$ cat config.mk
export PLATFORM = sky130hd
export DESIGN_NAME = xor_share_arbiter
export DESIGN_NICKNAME = d
export VERILOG_FILES = /design/src/rtl/xor_share_pkg.sv /design/src/rtl/XOR_gate.sv /design/src/rtl/xor_word.sv /design/src/rtl/xor_share_arbiter.sv
export SDC_FILE = /design/constraint.sdc
export NUM_CORES = 1
export LEC_CHECK = 0
export ABC_AREA = 0
export CAP_MARGIN = 25
export CORE_MARGIN = 2
export CORE_UTILIZATION = 42
export CTS_CLUSTER_SIZE = 28
export DETAILED_ROUTE_END_ITERATION = 12
export PLACE_DENSITY = 0.81
export SKIP_LAST_GASP = 1
export SYNTH_ARGS = -nofsm -noshare
export SYNTH_HDL_FRONTEND = slang
export SYNTH_SLANG_ARGS = --single-unit
$ cat constraint.sdc
create_clock -name clk -period 1.5 [get_ports clk]
set_input_delay 0.3 -clock clk [delete_from_list [all_inputs] [get_ports clk]]
set_output_delay 0.3 -clock clk [all_outputs]
set_load 0.03 [all_outputs]
$ cat src/rtl/xor_share_pkg.sv
// Shared types and constants for the two-requester XOR arbiter.
//   state_e : arbiter FSM states
//   ID_W    : width of the requester tag
//   NUM_REQ : number of requesters sharing the datapath
package xor_share_pkg;

    localparam int unsigned ID_W    = 1;
    localparam int unsigned NUM_REQ = 2;

    typedef enum logic [1:0] {
        IDLE = 2'd0,
        CALC = 2'd1,
        RESP = 2'd2
    } state_e;

endpackage : xor_share_pkg

$ cat src/rtl/XOR_gate.sv
// Single-bit XOR cell.
//   A, B : operand bits
//   C    : A ^ B
module XOR_gate (
    input  logic A,
    input  logic B,
    output logic C
);

    assign C = A ^ B;

endmodule : XOR_gate

$ cat src/rtl/xor_word.sv
// Word-wide combinational XOR built from one XOR_gate per bit.
//   a_i, b_i : WIDTH-bit operands
//   c_o      : WIDTH-bit result a_i ^ b_i
module xor_word #(
    parameter int unsigned WIDTH = 8
) (
    input  logic [WIDTH-1:0] a_i,
    input  logic [WIDTH-1:0] b_i,
    output logic [WIDTH-1:0] c_o
);

    for (genvar i = 0; i < WIDTH; i++) begin : g_bit
        XOR_gate u_xor (
            .A (a_i[i]),
            .B (b_i[i]),
            .C (c_o[i])
        );
    end

endmodule : xor_word

$ cat src/rtl/xor_share_arbiter.sv
// Round-robin arbiter sharing one XOR datapath between two requesters.
//   clk, rst              : clock, synchronous active-high reset
//   reqN_valid/A/B/ready  : request channel N (ready is a combinational grant)
//   rsp_valid/ready/id/C  : registered result channel tagged with owner
//   done_cnt0/1           : wrapping completion counters per requester
module xor_share_arbiter
    import xor_share_pkg::*;
#(
    parameter int unsigned WIDTH = 8,
    parameter int unsigned CNT_W = 16
) (
    input  logic             clk,
    input  logic             rst,
    input  logic             req0_valid,
    input  logic [WIDTH-1:0] req0_A,
    input  logic [WIDTH-1:0] req0_B,
    output logic             req0_ready,
    input  logic             req1_valid,
    input  logic [WIDTH-1:0] req1_A,
    input  logic [WIDTH-1:0] req1_B,
    output logic             req1_ready,
    output logic             rsp_valid,
    input  logic             rsp_ready,
    output logic [ID_W-1:0]  rsp_id,
    output logic [WIDTH-1:0] rsp_C,
    output logic [CNT_W-1:0] done_cnt0,
    output logic [CNT_W-1:0] done_cnt1
);

    state_e            state_q;
    logic [ID_W-1:0]   prio_q;
    logic [ID_W-1:0]   id_q;
    logic [WIDTH-1:0]  a_q;
    logic [WIDTH-1:0]  b_q;
    logic              rsp_valid_q;
    logic [ID_W-1:0]   rsp_id_q;
    logic [WIDTH-1:0]  rsp_c_q;
    logic [CNT_W-1:0]  cnt0_q;
    logic [CNT_W-1:0]  cnt1_q;

    logic              gnt_valid;
    logic [ID_W-1:0]   gnt_id;
    logic [WIDTH-1:0]  xor_c;

    // Grant only in IDLE; on contention the priority holder wins.
    always_comb begin
        gnt_valid = 1'b0;
        gnt_id    = '0;
        if (state_q == IDLE) begin
            if (req0_valid && req1_valid) begin
                gnt_valid = 1'b1;
                gnt_id    = prio_q;
            end else if (req0_valid) begin
                gnt_valid = 1'b1;
                gnt_id    = ID_W'(0);
            end else if (req1_valid) begin
                gnt_valid = 1'b1;
                gnt_id    = ID_W'(1);
            end
        end
    end

    assign req0_ready = gnt_valid && (gnt_id == ID_W'(0));
    assign req1_ready = gnt_valid && (gnt_id == ID_W'(1));

    // The single shared datapath, fed from the operand registers.
    xor_word #(
        .WIDTH (WIDTH)
    ) u_xor_word (
        .a_i (a_q),
        .b_i (b_q),
        .c_o (xor_c)
    );

    // Arbiter FSM, operand/result registers and completion counters.
    always_ff @(posedge clk) begin
        if (rst) begin
            state_q     <= IDLE;
            prio_q      <= '0;
            id_q        <= '0;
            a_q         <= '0;
            b_q         <= '0;
            rsp_valid_q <= 1'b0;
            rsp_id_q    <= '0;
            rsp_c_q     <= '0;
            cnt0_q      <= '0;
            cnt1_q      <= '0;
        end else begin
            case (state_q)
                IDLE: begin
                    if (gnt_valid) begin
                        a_q     <= (gnt_id == ID_W'(0)) ? req0_A : req1_A;
                        b_q     <= (gnt_id == ID_W'(0)) ? req0_B : req1_B;
                        id_q    <= gnt_id;
                        prio_q  <= ~gnt_id;
                        state_q <= CALC;
                    end
                end
                CALC: begin
                    rsp_c_q     <= xor_c;
                    rsp_id_q    <= id_q;
                    rsp_valid_q <= 1'b1;
                    state_q     <= RESP;
                end
                RESP: begin
                    if (rsp_ready) begin
                        rsp_valid_q <= 1'b0;
                        if (rsp_id_q == ID_W'(0)) begin
                            cnt0_q <= cnt0_q + CNT_W'(1);
                        end else begin
                            cnt1_q <= cnt1_q + CNT_W'(1);
                        end
                        state_q <= IDLE;
                    end
                end
                default: state_q <= IDLE;
            endcase
        end
    end

    assign rsp_valid = rsp_valid_q;
    assign rsp_id    = rsp_id_q;
    assign rsp_C     = rsp_c_q;
    assign done_cnt0 = cnt0_q;
    assign done_cnt1 = cnt1_q;

endmodule : xor_share_arbiter
Yosys cells after proc, flatten, opt, wreduce, memory -nomap -nowiden
Index checks and enable logic that the tools add are counted.

operators by class
  add/subtract/negate cells = 2
  muxes and demuxes = 14
  equal/unequal tests = 4
  reductions and logical operators = 10
  bitwise gates (word level) = 10

operators with widths
  cell                                                             count
  16-bit by 1-bit adder with 16-bit output, second input constant  2
  8-bit two-way mux                                                2
  1-bit two-way mux                                                8
  1-bit XOR                                                        8
  2-bit one-hot mux with 3 select lines                            1
  2-bit AND reduction                                              3
  3-bit AND reduction                                              2
  2-bit two-way mux                                                2
  2-bit inequality test, second input constant                     2
  1-bit logical AND                                                3
  2-bit by 1-bit == test with 1-bit output, second input constant  1
  2-bit == test, second input constant                             1
  2-bit logical NOT                                                1
  1-bit inverter                                                   2
  1-bit one-hot mux with 2 select lines                            1
  2-bit nonzero test                                               1

storage, ports and cells
  input port bits = 37
  bits in registers = 62
  output and inout bits = 44
  word-level logic and storage cells = 50

Depth between registers and ports, before layout
Gate-level depths: netlist (run 1).

  word-level depth = 6
  depth in mapped cells = 6

Hierarchy
Synthesis (run 1) repeated with hierarchy kept, for this count alone.

unflattened totals
  cell total of the unflattened synthesis = 326
  area, all modules = 2696.3 um^2

by module, submodules not included
  module             area each (um^2)  cells an instance  times used  seq. area each (um^2)
  xor_share_arbiter  2626.3            318                1           1241.2
  XOR_gate           8.8               1                  8           0.0

Least setup slack after synthesis (run 1)
No wires, ideal clock.

  path type = reg-to-reg
  start point = register cnt1_q[3], in the netlist done_cnt1[3]
  end point = register cnt1_q[10], in the netlist done_cnt1[10]
  library setup time = 0.070 ns
  required time = 1.430 ns
  path slack = -0.308 ns
  arrival = 1.738 ns
  buffers on the path = 0
  cell stages (with the launch flop) = 5
  cells stage by stage = dfxtp_1 -> nand4_1 -> or4_4 -> or3_1 -> a21oi_1

between the ends
  cells in the longest elaborated chain, start to end = 1

RTL lines
  element                                   RTL line                  RTL
  from (decl)                               xor_share_arbiter.sv:39   logic [CNT_W-1:0] cnt1_q;
  from (signal assigned)                    xor_share_arbiter.sv:111  cnt1_q <= cnt1_q + CNT_W'(1);
  16-bit by 1-bit adder with 16-bit output  xor_share_arbiter.sv:111

No other way between the ends.
A chain may end at the register's enable or synchronous reset.

Worst setup path after layout (run 1)
  start point = register state_q[1]
  end point = output req0_ready

between the ends
  cells in the longest elaborated chain, start to end = 4

RTL lines
  element                 RTL line                  RTL
  from (decl)             xor_share_arbiter.sv:30   state_e state_q;
  from (signal assigned)  xor_share_arbiter.sv:78   state_q <= IDLE;
  from (signal assigned)  xor_share_arbiter.sv:96   state_q <= CALC;
  from (signal assigned)  xor_share_arbiter.sv:103  state_q <= RESP;
  2-bit logical NOT (*)   xor_share_arbiter.sv:49   if (state_q == IDLE) begin
  1-bit two-way mux       xor_share_arbiter.sv:49
  1-bit inverter          xor_share_arbiter.sv:63   assign req0_ready = gnt_valid && (gnt_id == ID_W'(0));
  1-bit logical AND (*)   xor_share_arbiter.sv:63
  to (decl)               xor_share_arbiter.sv:17   output logic req0_ready,

Mark *: on every way between the ends. The rest lies on a longest branch, timed or not.

==> results of run 1 <==
[through the flow]
| stage | area, sq um | std cells | total power, mW |
|---|---|---|---|
| after CTS | 4110 | 514 | 3.90 |
| final | 4290 | 519 | 3.95 |
| after global routing | 4290 | 519 | 4.14 |
| after detailed placement | 3890 | 495 | 2.45 |
| after floorplan | 2750 | 316 | 2.18 |
| after global placement | 3890 | 495 | 2.43 |
[final timing paths]
kind	from	end	slack [ns]	cells after the start
max	state_q[1]$_SDFFE_PP0P_	req0_ready	-0.17	6
min	rst	done_cnt1[13]$_SDFFE_PP0P_	0.39	3
max reg2reg	done_cnt1[1]$_SDFFE_PP0P_	done_cnt1[10]$_SDFFE_PP0P_	-0.15	5
min reg2reg	prio_q$_SDFFE_PP0P_	prio_q$_SDFFE_PP0P_	0.46	2
[synth_stat cells, types with 2 or more instances]
library cell,n
inv_1,4
xor2_1,7
nand4_1,7
and4_1,3
nand2b_1,3
dfxtp_1,62
o21ai_0,12
a211oi_1,8
nand3_1,11
mux2_2,3
buf_1,4
a31o_2,2
clkbuf_1,9
and3_1,2
ha_1,2
nor3_1,3
a21oi_1,16
mux2i_1,2
nor2b_1,4
nand2_1,44
or3_1,10
a311oi_1,16
xnor2_1,15
nor2_1,51
[area by class of cell]
type / count / area (sq um) / area share (%)
Multi-Input combinational cell: 234 / 1550 / 36.1
Timing Repair Buffer: 125 / 1140 / 26.6
Clock buffer: 9 / 124 / 2.89
Tap cell: 77 / 96.3 / 2.25
Clock inverter: 7 / 75.1 / 1.75
Sequential cell: 62 / 1290 / 30.0
Inverter: 5 / 20.0 / 0.467
[worst max-delay path: stages, from the launching register on]
cell     delay (ns)
dfxtp_4        0.36
buf_6          0.12
nor2_4         0.13
o21a_1         0.15
nand2_1        0.07
inv_1          0.07
buf_6          0.12
[sequential cells by signal, summed over array words and instances, names as in the netlist]
name and count:
a_q 8, b_q 8, done_cnt0 16, done_cnt1 16
id_q 1, prio_q 1, rsp_C 8, rsp_id 1
rsp_valid 1, state_q 2
[what timing repair did]
action / CTS / global route
gates cloned: 0 / 2
resized for setup: 60 / 52
pin swaps: 5 / 22
endpoints found under the setup margin: 67 / 43
buffers inserted: 3 / 3
[routing by layer]
| metal | routed length [um] | global-route usage [%] |
|---|---|---|
| met3 | 464 | 6.00 |
| met5 | 0 | 0 |
| met4 | 110 | 6.93 |
| met2 | 4000 | 33.6 |
| met1 | 2970 | 21.3 |
[cells by family after synthesis]
logic type / count (synthesis) / share of synthesized area (%)
xor gates and xnor gates: 22 / 7.11
buffers and inverters: 20 / 3.09
AOI/OAI and AO/OA: 56 / 13.8
DFF: 62 / 45.8
muxes: 5 / 1.98
adders and majority gates: 2 / 0.923
and+or+nand+nor: 149 / 27.4
[power by group through the flow]
stage	sequential, mW	clock [mW]	combinational [mW]
2_1_floorplan	1.88	0	0.303
3_3_place_gp	1.82	0	0.608
3_5_place_dp	1.83	0	0.622
4_1_cts	1.79	1.48	0.626
5_1_grt	1.80	1.57	0.767
6_report	1.79	1.45	0.713
==> qor.csv, run 1 <==
metric,value,unit
status,finished with violations,
failing checks,setup timing,
switching share of power,28.0,%
Nets,476,
most frequent cells in the layout,"nor2_1 (50), dfxtp_1 (44), nand2_1 (43), buf_4 (35), clkdlybuf4s50_1 (34)",
pin count of the biggest net entering global routing,58,
fin crit share,111,%
Static Leak,1.81,nW
slew margin rel.,75.4,%
Achievable Freq,599,MHz
CTS tree,built,
hpwl dp,4810,um
Post-Syn Instances,316,
clock root buffer,clkbuf_8,
Startpoint Class,flip-flop,
Area contributors post-synth,"dfxtp_1 (46%), nor2_1 (7.1%), nand2_1 (6.1%), a311oi_1 (5.2%), xnor2_1 (4.8%)",
synthesis-to-layout area growth,58.1,%
Via density,5.20,
min Tclk post-route,1.67,ns
VDD IR-drop max,0.581,mV
worst skew pair latency,0.35,ns
IO Count,81,
antenna violations before repair,0,
top_reg_cell synth,dfxtp_1,
Port Buffers,80,
Crit. End Element,output pin,
# diodes,0,
"Data required, critical path",1.20,ns
Max Cap Violations,0,
syn_nets,355,
CTS Buffer Depth,2,
crit path DAT,1.37,ns
routability cong.,0.774,
number of library cell types mapped by synthesis,40,
total grt overflow,0,
Final TNS setup,-0.837,ns
first-pass GRT wire length,11000,um
CTS buffer count,9,
crit path max fanout,4,
asr flop ratio synth,0,%
final WL,7540,um
"area leader, netlist",dfxtp_1,
share of cells above drive strength 1,29.4,%
die width,84.3,um
Cell Int Power,2.85,mW
"most common cell after layout, fill and taps aside",nor2_1,
RSZ-0062 raised after global routing,true,
final hold viol count,0,
clock network fraction of total power,36.6,%
yosys synthesis warning count,0,
Hold Path Class,in2reg,
area share of the leading cell type in the synthesized netlist,45.8,%
CTS H-tree depth,3,
clk slew on worst S/H paths,0.07,ns
Worst Skew,0.0127,ns
vias in the first global route,2561,
actual slew at the worst max-slew pin,0.365,ns
number of enable flip-flop cells after synthesis,0,
final setup vio count,11,
drt first pass iters,4,
Core Footprint,0.00631,sq mm
Sw Pwr,1.11,mW
Setup Slack @ Placement,-0.569,ns
power density over the cells,922,mW/mm^2
Final ANT Viol Nets,0,
Core Rows,29,
Reg power frac,45.4,%
Comb power frac,18.0,%
min setup slack post-route,-0.169,ns
"flops & latches, synth",62,
final core utilization,67.9,%
Fillers,506,
routed vias,2699,
mean post-synth cell area,8.58,sq um
mapped cell area,0.00271,sq mm
Starting DRT DRC Count,133,
Hold Slack,0.392,ns
register area share after synthesis,45.8,%
GRT Util Overall,19.0,%
Sink Count,62,
initial core utilization,42.9,%
Slew Limit Fails,0,
Hold Buf Count CTS,0,
average wire per standard cell,14.5,um
Setup Crit Path Kind,reg2out,
Die Y,84.3,um
Die ar.,0.00711,sq mm
# DRC,0,
No activity file was read; power rests on OpenSTA's default activity.
==> run 2, diff against run 1 <==
- CELL_PAD_IN_SITES_DETAIL_PLACEMENT: not set -> 1
- CELL_PAD_IN_SITES_GLOBAL_PLACEMENT: not set -> 1
- CORE_UTILIZATION: 42 -> 31
- PLACE_DENSITY: 0.81 -> 0.82
- SKIP_CTS_REPAIR_TIMING: not set -> 1
==> run 2 against run 1 <==
Effect of this change:
- the flow still finishes with violations (setup timing)
- clock power down 9.7%
- global-route usage down 2.8 points
- sequential share of layout area down 0.73 points
- clock-buffer cell count up 3
- flip-flop and latch count unchanged
- die area up 34%
- utilization down 17 points
- critical path type is now reg2reg
- largest cell class unchanged
==> qor.csv, run 2 (same netlist as run 1, synthesis figures left out) <==
metric,value,unit,change
Achievable Freq,597,MHz,-0.42%
min setup slack post-route,-0.176,ns,-0.00710 ns
hold depth,2,,-1
Sink Count,62,,unchanged
IO Count,81,,unchanged
Slowest cell on crit path,dfxtp_4,,
hpwl dp,5830,um,+21%
initial core utilization,31.6,%,-11 points
crit path max fanout,5,,+1
CTS tree,built,,
"most common cell after layout, fill and taps aside",nor2_1,,
CTS buffer count,9,,unchanged
antenna violations before repair,0,,unchanged
R2R Path Start,done_cnt1[4]$_SDFFE_PP0P_,,
routability cong.,0.743,,-3.9%
failing checks,setup timing,,
Hold Path Class,in2reg,,
first-pass GRT wire length,12400,um,+13%
VDD IR-drop max,0.490,mV,-16%
# diodes,0,,unchanged
Via density,4.87,,-6.4%
die width,97.5,um,+16%
worst skew pair latency,0.34,ns,about the same
Core Rows,34,,+17%
vias in the first global route,2770,,+8.2%
Final ANT Viol Nets,0,,unchanged
most frequent cells in the layout,"nor2_1 (50), buf_4 (46), dfxtp_1 (44), nand2_1 (43), dlymetal6s2s_1 (43)",,
Starting DRT DRC Count,56,,-58%
CTS Buffer Depth,2,,unchanged
final hold viol count,0,,unchanged
Die Y,97.5,um,+16%
Final TNS setup,-1.14,ns,-0.306 ns
min Tclk post-route,1.68,ns,+0.00710 ns
Max Cap Violations,0,,unchanged
critical path's top delay family,simple AND/OR/NAND/NOR gates,,
power density over the cells,851,mW/mm^2,-7.8%
status,finished with violations,,
share of cells above drive strength 1,26.0,%,-3.4 points
RSZ-0062 raised after global routing,true,,
critical path depth,6,,unchanged
clk slew on worst S/H paths,0.08,ns,about the same
# DRC,0,,unchanged
Max stage delay on crit path,0.35,ns,about the same
Setup Slack @ Placement,-0.581,ns,-0.0118 ns
fin crit share,112,%,+0.47 points
crit-path cells,nand4_1 > buf_4 > nor4_2 > buf_4 > nand4_1 > mux2_2,,
clock root buffer,clkbuf_8,,
Port Buffers,80,,unchanged
Hold Path Sink,done_cnt1[14]$_SDFFE_PP0P_,,
CP Buf/Inv Count,2,,-1
pin count of the biggest net entering global routing,35,,-40%
Setup Crit Path Kind,reg2reg,,
total grt overflow,0,,unchanged
Startpoint Class,flip-flop,,
Crit. End Element,flip-flop,,
HP Start,rst,,
actual slew at the worst max-slew pin,0.372,ns,+0.00681 ns
design area,0.00439,sq mm,+2.5%
R2R depth,6,,+1
GRT Util Overall,16.1,%,-2.8 points
"Data required, critical path",1.73,ns,+0.53 ns
CTS H-tree depth,3,,unchanged
Reg2Reg Capture Point,done_cnt1[11]$_SDFFE_PP0P_,,
Nets,480,,+0.84%
Core Footprint,0.00859,sq mm,+36%
Static Leak,2.39,nW,+32%
Slew Limit Fails,0,,unchanged
Worst Skew,0.0147,ns,+0.00206 ns
routed vias,2696,,-0.11%
slew margin rel.,75.2,%,-0.24 points
FF-to-FF setup slack,-0.18,ns,-0.03 ns
drt first pass iters,4,,unchanged
Fillers,995,,+97%
synthesis-to-layout area growth,62.1,%,
Die ar.,0.00951,sq mm,+34%
final WL,8050,um,+6.7%
Placed Instance Area,0.00393,sq mm,+1.1%
final setup vio count,13,,+2
average wire per standard cell,14.5,um,about the same
crit path DAT,1.90,ns,+0.53 ns
[run 2: cell count changes in the layout (fill, tap and decap cells not counted), sizes merged]
cell	before	now
buf	46	52
bufinv	1	0
clkbuf	21	12
clkdlybuf4s15	2	0
clkinv	4	3
clkinvlp	3	1
dlygate4sd2	31	0
dlymetal6s2s	0	43
inv	4	5
[run 2: worst max path at each step]
stage	start	endpoint	slack, ns
6_report	done_cnt1[4]$_SDFFE_PP0P_	done_cnt1[11]$_SDFFE_PP0P_	-0.18
2_1_floorplan	rsp_id$_SDFFE_PP0P_	done_cnt0[15]$_SDFFE_PP0P_	-0.12
3_3_place_gp	rsp_ready	done_cnt1[10]$_SDFFE_PP0P_	-0.51
5_1_grt	state_q[0]$_SDFFE_PP0P_	req0_ready	-0.24
3_5_place_dp	rsp_ready	done_cnt1[10]$_SDFFE_PP0P_	-0.58
4_1_cts	done_cnt1[3]$_SDFFE_PP0P_	done_cnt1[3]	-0.30
[run 2: per-layer routing]
metal	up-vias	wire length, um	global-route usage (%)
met2	74	4200	29.7
met4	0	133	6.62
met3	14	422	4.39
met1	1246	3290	17.3
li1	1362	-	-
met5	-	0	0
[run 2: report_power, final]
part           switching (mW)  internal (mW)
Sequential             0.0665           1.73
Combinational           0.319          0.314
Clock                   0.626          0.681
Total                    1.01           2.73
[run 2: area by class of cell]
type	instances	area (sq um)	area share (%)
inverters	5	21.3	0.484
well taps	108	135	3.08
repair buffers	129	1290	29.4
multi-input cells	234	1480	33.7
clock inverters	4	22.5	0.513
clock buffers	12	155	3.53
flip-flops and latches	62	1290	29.3
[run 2: per-stage QoR]
stage	hold slack (ns)	utilization (%)	power (mW)	cells
2_1_floorplan	0.431	-	2.18	316
3_3_place_gp	0.449	45.7	2.44	530
3_5_place_dp	0.459	45.7	2.46	530
4_1_cts	0.291	47.8	3.79	546
5_1_grt	0.329	51.1	3.94	554
6_report	0.315	51.1	3.74	554
==> run 3, diff against run 2 <==
- CTS_CLUSTER_SIZE: 28 -> 40
==> results of run 3 <==
Final layout, timing and power as in run 2 (identical DEF).
